File: src/rtl/intr_ctrl.sv
// intr_ctrl: prioritised interrupt controller (lowest index wins, no nesting).
// Ports: clk, rst (async active-low); irq_src raw lines; cfg_we/cfg_addr/
// cfg_wdata/cfg_rdata CSR access (0 ENABLE, 1 MODE, 2 PENDING, 3 STATUS);
// irq_req/irq_id request to the core; irq_ack trap taken; irq_eoi mret.
// Build option: define INTR_CTRL_SYNC_EN for a 2-flop synchronizer per source.
module intr_ctrl #(
  parameter  int NUM_SRC = 8,
  localparam int ID_W    = ($clog2(NUM_SRC) > 1) ? $clog2(NUM_SRC) : 1
) (
  input  logic               clk,
  input  logic               rst,
  input  logic [NUM_SRC-1:0] irq_src,
  input  logic               cfg_we,
  input  logic [1:0]         cfg_addr,
  input  logic [NUM_SRC-1:0] cfg_wdata,
  output logic [31:0]        cfg_rdata,
  output logic               irq_req,
  output logic [ID_W-1:0]    irq_id,
  input  logic               irq_ack,
  input  logic               irq_eoi
);

  typedef enum logic [1:0] {
    IDLE    = 2'd0,
    REQ     = 2'd1,
    SERVICE = 2'd2
  } state_t;

  localparam logic [1:0] A_ENABLE  = 2'd0;
  localparam logic [1:0] A_MODE    = 2'd1;
  localparam logic [1:0] A_PENDING = 2'd2;
  localparam logic [1:0] A_STATUS  = 2'd3;

  state_t             state;
  logic [NUM_SRC-1:0] src_in;
  logic [NUM_SRC-1:0] s_q;
  logic [NUM_SRC-1:0] s_prev;
  logic [NUM_SRC-1:0] enable;
  logic [NUM_SRC-1:0] mode;
  logic [NUM_SRC-1:0] edge_pend;
  logic [NUM_SRC-1:0] edge_pend_d;
  logic [NUM_SRC-1:0] rise;
  logic [NUM_SRC-1:0] w1c;
  logic [NUM_SRC-1:0] ack_clr;
  logic [NUM_SRC-1:0] pending;
  logic [NUM_SRC-1:0] arm;
  logic [ID_W-1:0]    sel;
  logic               any_arm;
  logic               held;
  logic               wr_enable;
  logic               wr_mode;
  logic               wr_pending;
  logic               take_ack;

`ifdef INTR_CTRL_SYNC_EN
  logic [NUM_SRC-1:0] sync_a;
  logic [NUM_SRC-1:0] sync_b;

  always_ff @(posedge clk or negedge rst) begin
    if (!rst) begin
      sync_a <= '0;
      sync_b <= '0;
    end else begin
      sync_a <= irq_src;
      sync_b <= sync_a;
    end
  end

  assign src_in = sync_b;
`else
  assign src_in = irq_src;
`endif

  always_ff @(posedge clk or negedge rst) begin
    if (!rst) begin
      s_q    <= '0;
      s_prev <= '0;
    end else begin
      s_q    <= src_in;
      s_prev <= s_q;
    end
  end

  assign wr_enable  = cfg_we && (cfg_addr == A_ENABLE);
  assign wr_mode    = cfg_we && (cfg_addr == A_MODE);
  assign wr_pending = cfg_we && (cfg_addr == A_PENDING);
  assign take_ack   = (state == REQ) && irq_ack;

  always_ff @(posedge clk or negedge rst) begin
    if (!rst) begin
      enable <= '0;
      mode   <= '0;
    end else begin
      if (wr_enable) enable <= cfg_wdata;
      if (wr_mode)   mode   <= cfg_wdata;
    end
  end

  // Edge capture: a new rising edge beats any clear in the same cycle,
  // whether it comes from a W1C write or from the core's acknowledge.
  assign rise    = s_q & ~s_prev;
  assign w1c     = wr_pending ? (cfg_wdata & mode) : '0;
  assign ack_clr = take_ack
                 ? ({{(NUM_SRC-1){1'b0}}, 1'b1} << irq_id)
                 : '0;

  assign edge_pend_d =
    (rise | (edge_pend & ~(w1c | ack_clr))) & mode;

  always_ff @(posedge clk or negedge rst) begin
    if (!rst) edge_pend <= '0;
    else      edge_pend <= edge_pend_d;
  end

  assign pending = (edge_pend & mode) | (s_q & ~mode);

  // Level sources arm the FSM only after two equal samples, giving both
  // source kinds the same k+2 request latency; withdrawal uses the
  // visible PENDING bit so it follows the level one edge later.
  assign arm = ((edge_pend & mode) | (s_q & s_prev & ~mode)) & enable;
  assign any_arm = |arm;
  assign held    = pending[irq_id] & enable[irq_id];

  always_comb begin
    sel = '0;
    for (int i = NUM_SRC - 1; i >= 0; i--) begin
      if (arm[i]) sel = ID_W'(i);
    end
  end

  always_ff @(posedge clk or negedge rst) begin
    if (!rst) begin
      state   <= IDLE;
      irq_req <= 1'b0;
      irq_id  <= '0;
    end else begin
      case (state)
        IDLE: begin
          if (any_arm) begin
            state   <= REQ;
            irq_req <= 1'b1;
            irq_id  <= sel;
          end
        end
        REQ: begin
          if (irq_ack) begin
            state   <= SERVICE;
            irq_req <= 1'b0;
          end else if (!held) begin
            state   <= IDLE;
            irq_req <= 1'b0;
          end
        end
        SERVICE: begin
          if (irq_eoi) state <= IDLE;
        end
        default: begin
          state   <= IDLE;
          irq_req <= 1'b0;
        end
      endcase
    end
  end

  always_comb begin
    cfg_rdata = '0;
    case (cfg_addr)
      A_ENABLE:  cfg_rdata = 32'(enable);
      A_MODE:    cfg_rdata = 32'(mode);
      A_PENDING: cfg_rdata = 32'(pending);
      A_STATUS:  cfg_rdata = 32'({state, irq_id});
      default:   cfg_rdata = '0;
    endcase
  end

endmodule

File: config.mk
export PLATFORM = sky130hd
export DESIGN_NAME = intr_ctrl
export DESIGN_NICKNAME = d
export VERILOG_FILES = /design/src/rtl/intr_ctrl.sv
export SDC_FILE = /design/constraint.sdc
export NUM_CORES = 1
export LEC_CHECK = 0
export BUFFER_PORTS_ARGS = -buffer_cell sky130_fd_sc_hd__buf_2
export CORE_MARGIN = 10
export CORE_UTILIZATION = 45
export CTS_BUF_LIST = sky130_fd_sc_hd__clkbuf_8
export DETAILED_ROUTE_END_ITERATION = 16
export PLACE_DENSITY = 0.76
export SETUP_SLACK_MARGIN = 0.3
export SYNTH_ARGS = -nofsm -noshare
export SYNTH_HDL_FRONTEND = slang
export SYNTH_SLANG_ARGS = --single-unit
File: constraint.sdc
create_clock -name clk -period 1.7 [get_ports clk]
set_input_delay 0.34 -clock clk [delete_from_list [all_inputs] [get_ports clk]]
set_output_delay 0.34 -clock clk [all_outputs]
set_load 0.005 [all_outputs]
==> results by group <==
Worst setup path
  • Buffers & Inverters on Critical Path: 1
  • CP required: 1.36 ns
  • Slowest cell on the critical path: mux4_2
  • WS Path Type: reg2out
  • CP Launch Type: flip-flop
  • CP max FO: 2
  • Crit end category: primary output
  • Largest stage delay, worst path: 0.44 ns
  • Crit path max-delay family: multiplexers
  • Arrival time at the worst endpoint: 1.62 ns
  • Crit-path cells: mux2_4 -> mux4_2 -> buf_2

Layout
  • Most frequent cells in the layout: dfrtp_1 (41), buf_4 (38), buf_2 (33)
  • Synth-to-Final Area Change: 30.7%
  • # nets final: 328
  • Most common cell after layout, fill and taps aside: dfrtp_1
  • # diodes: 0
  • Final cell count without fillers: 376
  • Share of post-route cells with drive strength above 1: 44.8%

Placed design
  • Gp weighted congestion: 0.809
  • Dpl hpwl: 4540 um
  • Placed insts: 336
  • Dpl ws: 0.0375 ns
  • Buffers on Ports: 34

Logic synthesis
  • Top cells by area, synth: dfrtp_1 (46%), buf_4 (7.3%), mux2_2 (7.3%), nand2_1 (4.4%), nand2b_1 (3.0%)
  • Syn_area_per_cell: 11.2 um2
  • Synth Instances: 222
  • Post-synthesis adder-cell area fraction: 0%
  • Register bit total from synthesis: 46
  • Post-synthesis compound-gate area fraction: 14.5%
  • Yosys cell types: 43
  • Largest area contributor in the netlist: dfrtp_1
  • Post-synthesis instance area: 2480 um2
  • XOR/XNOR Fraction of Synth Area: 0%
  • Largest family of logic cells by synthesized area: multiplexers
  • Mux cell area share after synthesis: 15.1%
  • Simple logic cell fraction of the synthesized area: 15.0%
  • YS warnings: 0
  • Seq/Total Area, Yosys: 46.4%
  • Post-synth top area share: 46.4%

Floorplanning
  • Die Width: 94.2 um
  • Die ar.: 8880 um2
  • Die Span Y: 94.2 um
  • IO Pins: 59
  • Row Count: 26
  • Core Region: 5240 um2
  • Starting Density: 47.3%

Global route
  • Met3 Usage GRT: 4.64%
  • GRT Residual Overflow: 0
  • First-pass GRT wire length: 10300 um
  • Number of global-route vias before repair: 2094
  • Met2 Use GR: 24.1%
  • Gr busiest metal: met2
  • Total Routing Usage GR: 14.6%
  • M1 GR Usage: 17.3%
  • Largest net degree at the start of global routing: 23
  • Initial antenna violation count: 0

Status
  • Failing checks: negative setup slack
  • Outcome: complete, but fails checks

Detailed routing
  • Vias/cell: 5.38
  • DRC viols: 0
  • Via count: 2022
  • Final wirelength: 6570 um
  • Pre-Repair DR Iteration Count: 4
  • Initial DRC count: 134
  • WL per Instance: 17.5 um
  • Final antenna-violating net count: 0

Power and ir drop
  • Leakage: 1.51 nW
  • Logic pwr share: 37.4%
  • Clk network pwr share: 22.3%
  • Internal power: 0.00247 W
  • PD cells: 1140 nW/um2
  • Sw Share: 33.2%
  • Max rail drop VDD: 0.000608 V
  • Net switching power: 0.00123 W
  • Seq pwr share: 40.4%

Timing
  • Final worst-path cycle share: 115%
  • Achievable Freq: 510 MHz
  • Fin Hold WS: 0.123 ns
  • RSZ-0062 raised after global routing: true
  • Worst setup margin: -0.261 ns
  • Tmin final: 1.96 ns
  • Endpoints failing hold: 0
  • # setup viols final: 9
  • Final Max Slew Viols: 0
  • Clock skew: 0.0162 ns

Worst hold path
  • Min-delay worst type: in2reg

Clocking
  • CTS clock-pin slew for the worst setup and hold paths: 0.10 ns
  • Skew-Pair Late Insertion Delay: 0.31 ns
  • Clock Path Buffers: 2
  • TritonCTS clock tree: done
  • Clk sinks: 46
  • Number of buffers created by CTS: 5
  • H-tree levels: 2
  • Clock tree root driver cell: clkbuf_8

Flow run
  • Max Cap Viol: 0
-- synth_stat cells, drive strengths merged --
library cell / instances
a22o: 1
a31oi: 7
o211ai: 8
nor3b: 1
o31ai: 2
and3b: 2
nand3b: 1
and3: 1
dfrtp: 46
buf: 28
nand4bb: 1
mux4: 5
mux2: 19
o21ai: 12
o221ai: 1
and2b: 2
inv: 4
conb: 1
nand2: 29
and4b: 5
a21boi: 10
clkbuf: 1
nand3: 5
nand2b: 12
o22ai: 1
nand4b: 2
mux2i: 4
a21oi: 2
o32ai: 1
nand4: 1
a211oi: 1
o211a: 1
or2: 1
nor2: 2
o311ai: 2
-- registers in the layout (all words and copies together), names as in the netlist --
name,flops
s_q,8
mode,8
irq_req,1
irq_id,3
enable,8
edge_pend,8
s_prev,8
state,2
-- worst register-to-register path: cells and delay by family, from the launching register on --
family / cells / cell delay [ns]
compound gates: 3 / 0.56
flops: 1 / 0.39
buf+inv: 2 / 0.20
simple gates: 3 / 0.50
-- power groups by stage --
stage | logic, W | clock network, W | registers (W)
floorplan | 0.000653 | 0 | 0.00146
global placement | 0.000944 | 0 | 0.00151
detailed placement | 0.000960 | 0 | 0.00152
CTS | 0.00122 | 0.000829 | 0.00148
global route | 0.00150 | 0.000883 | 0.00152
finish | 0.00138 | 0.000823 | 0.00149
-- cells by family (layout without fill, tap and decap cells) --
logic type / after synthesis / count (layout)
mux: 28 / 28
simple gates: 65 / 65
compound gates: 49 / 49
flops: 46 / 46
other cells: 1 / 24
buf+inv: 33 / 94
-- worst paths after layout --
check | start | to | slack, ns | cells after the start
setup / recovery | mode[0] | cfg_rdata[0] | -0.26 | 3
hold / removal | irq_src[0] | s_q[0] | 0.12 | 1
setup reg to reg | mode[0] | irq_id[0] | -0.04 | 8
hold reg to reg | s_q[1] | s_prev[1] | 0.43 | 0
max in group asynchronous | rst | mode[7] | 0.72 | 3
min in group asynchronous | rst | irq_id[2] | 0.48 | 2
-- layer usage --
| metal | up-vias | share of wire (%) |
|---|---|---|
| met2 | 77 | 49 |
| met1 | 1009 | 40 |
| met4 | 0 | 1.3 |
| met5 | - | 0 |
| li1 | 927 | - |
| met3 | 9 | 10 |
-- cell type report --
cell class              instances  area [um2]
well taps                      70        87.6
multi-input cells             166        1280
clock buffers                   5        68.8
flip-flops and latches         46        1160
clock inverters                 3        41.3
inverters                       4        15.0
fillers                       449        2000
repair buffers                 82         594
-- through the flow --
stage	area (um2)	utilization (%)	power, W	setup TNS [ns]
after floorplan	2570	-	0.00211	0
after global placement	2770	52.9	0.00245	0
after detailed placement	2770	52.9	0.00248	0
after CTS	3120	59.5	0.00352	-1.09
after global routing	3240	61.9	0.00390	-1.97
final	3240	61.9	0.00370	-1.20
-- repair_timing --
action,in CTS,in global routing
hold buffers,1,0
gates resized for setup,23,15
buffers inserted,21,10
endpoints found under the setup margin,16,21
endpoints found under the hold margin,15,0
pin swaps,7,7
Power figures use the tool's default switching activity.
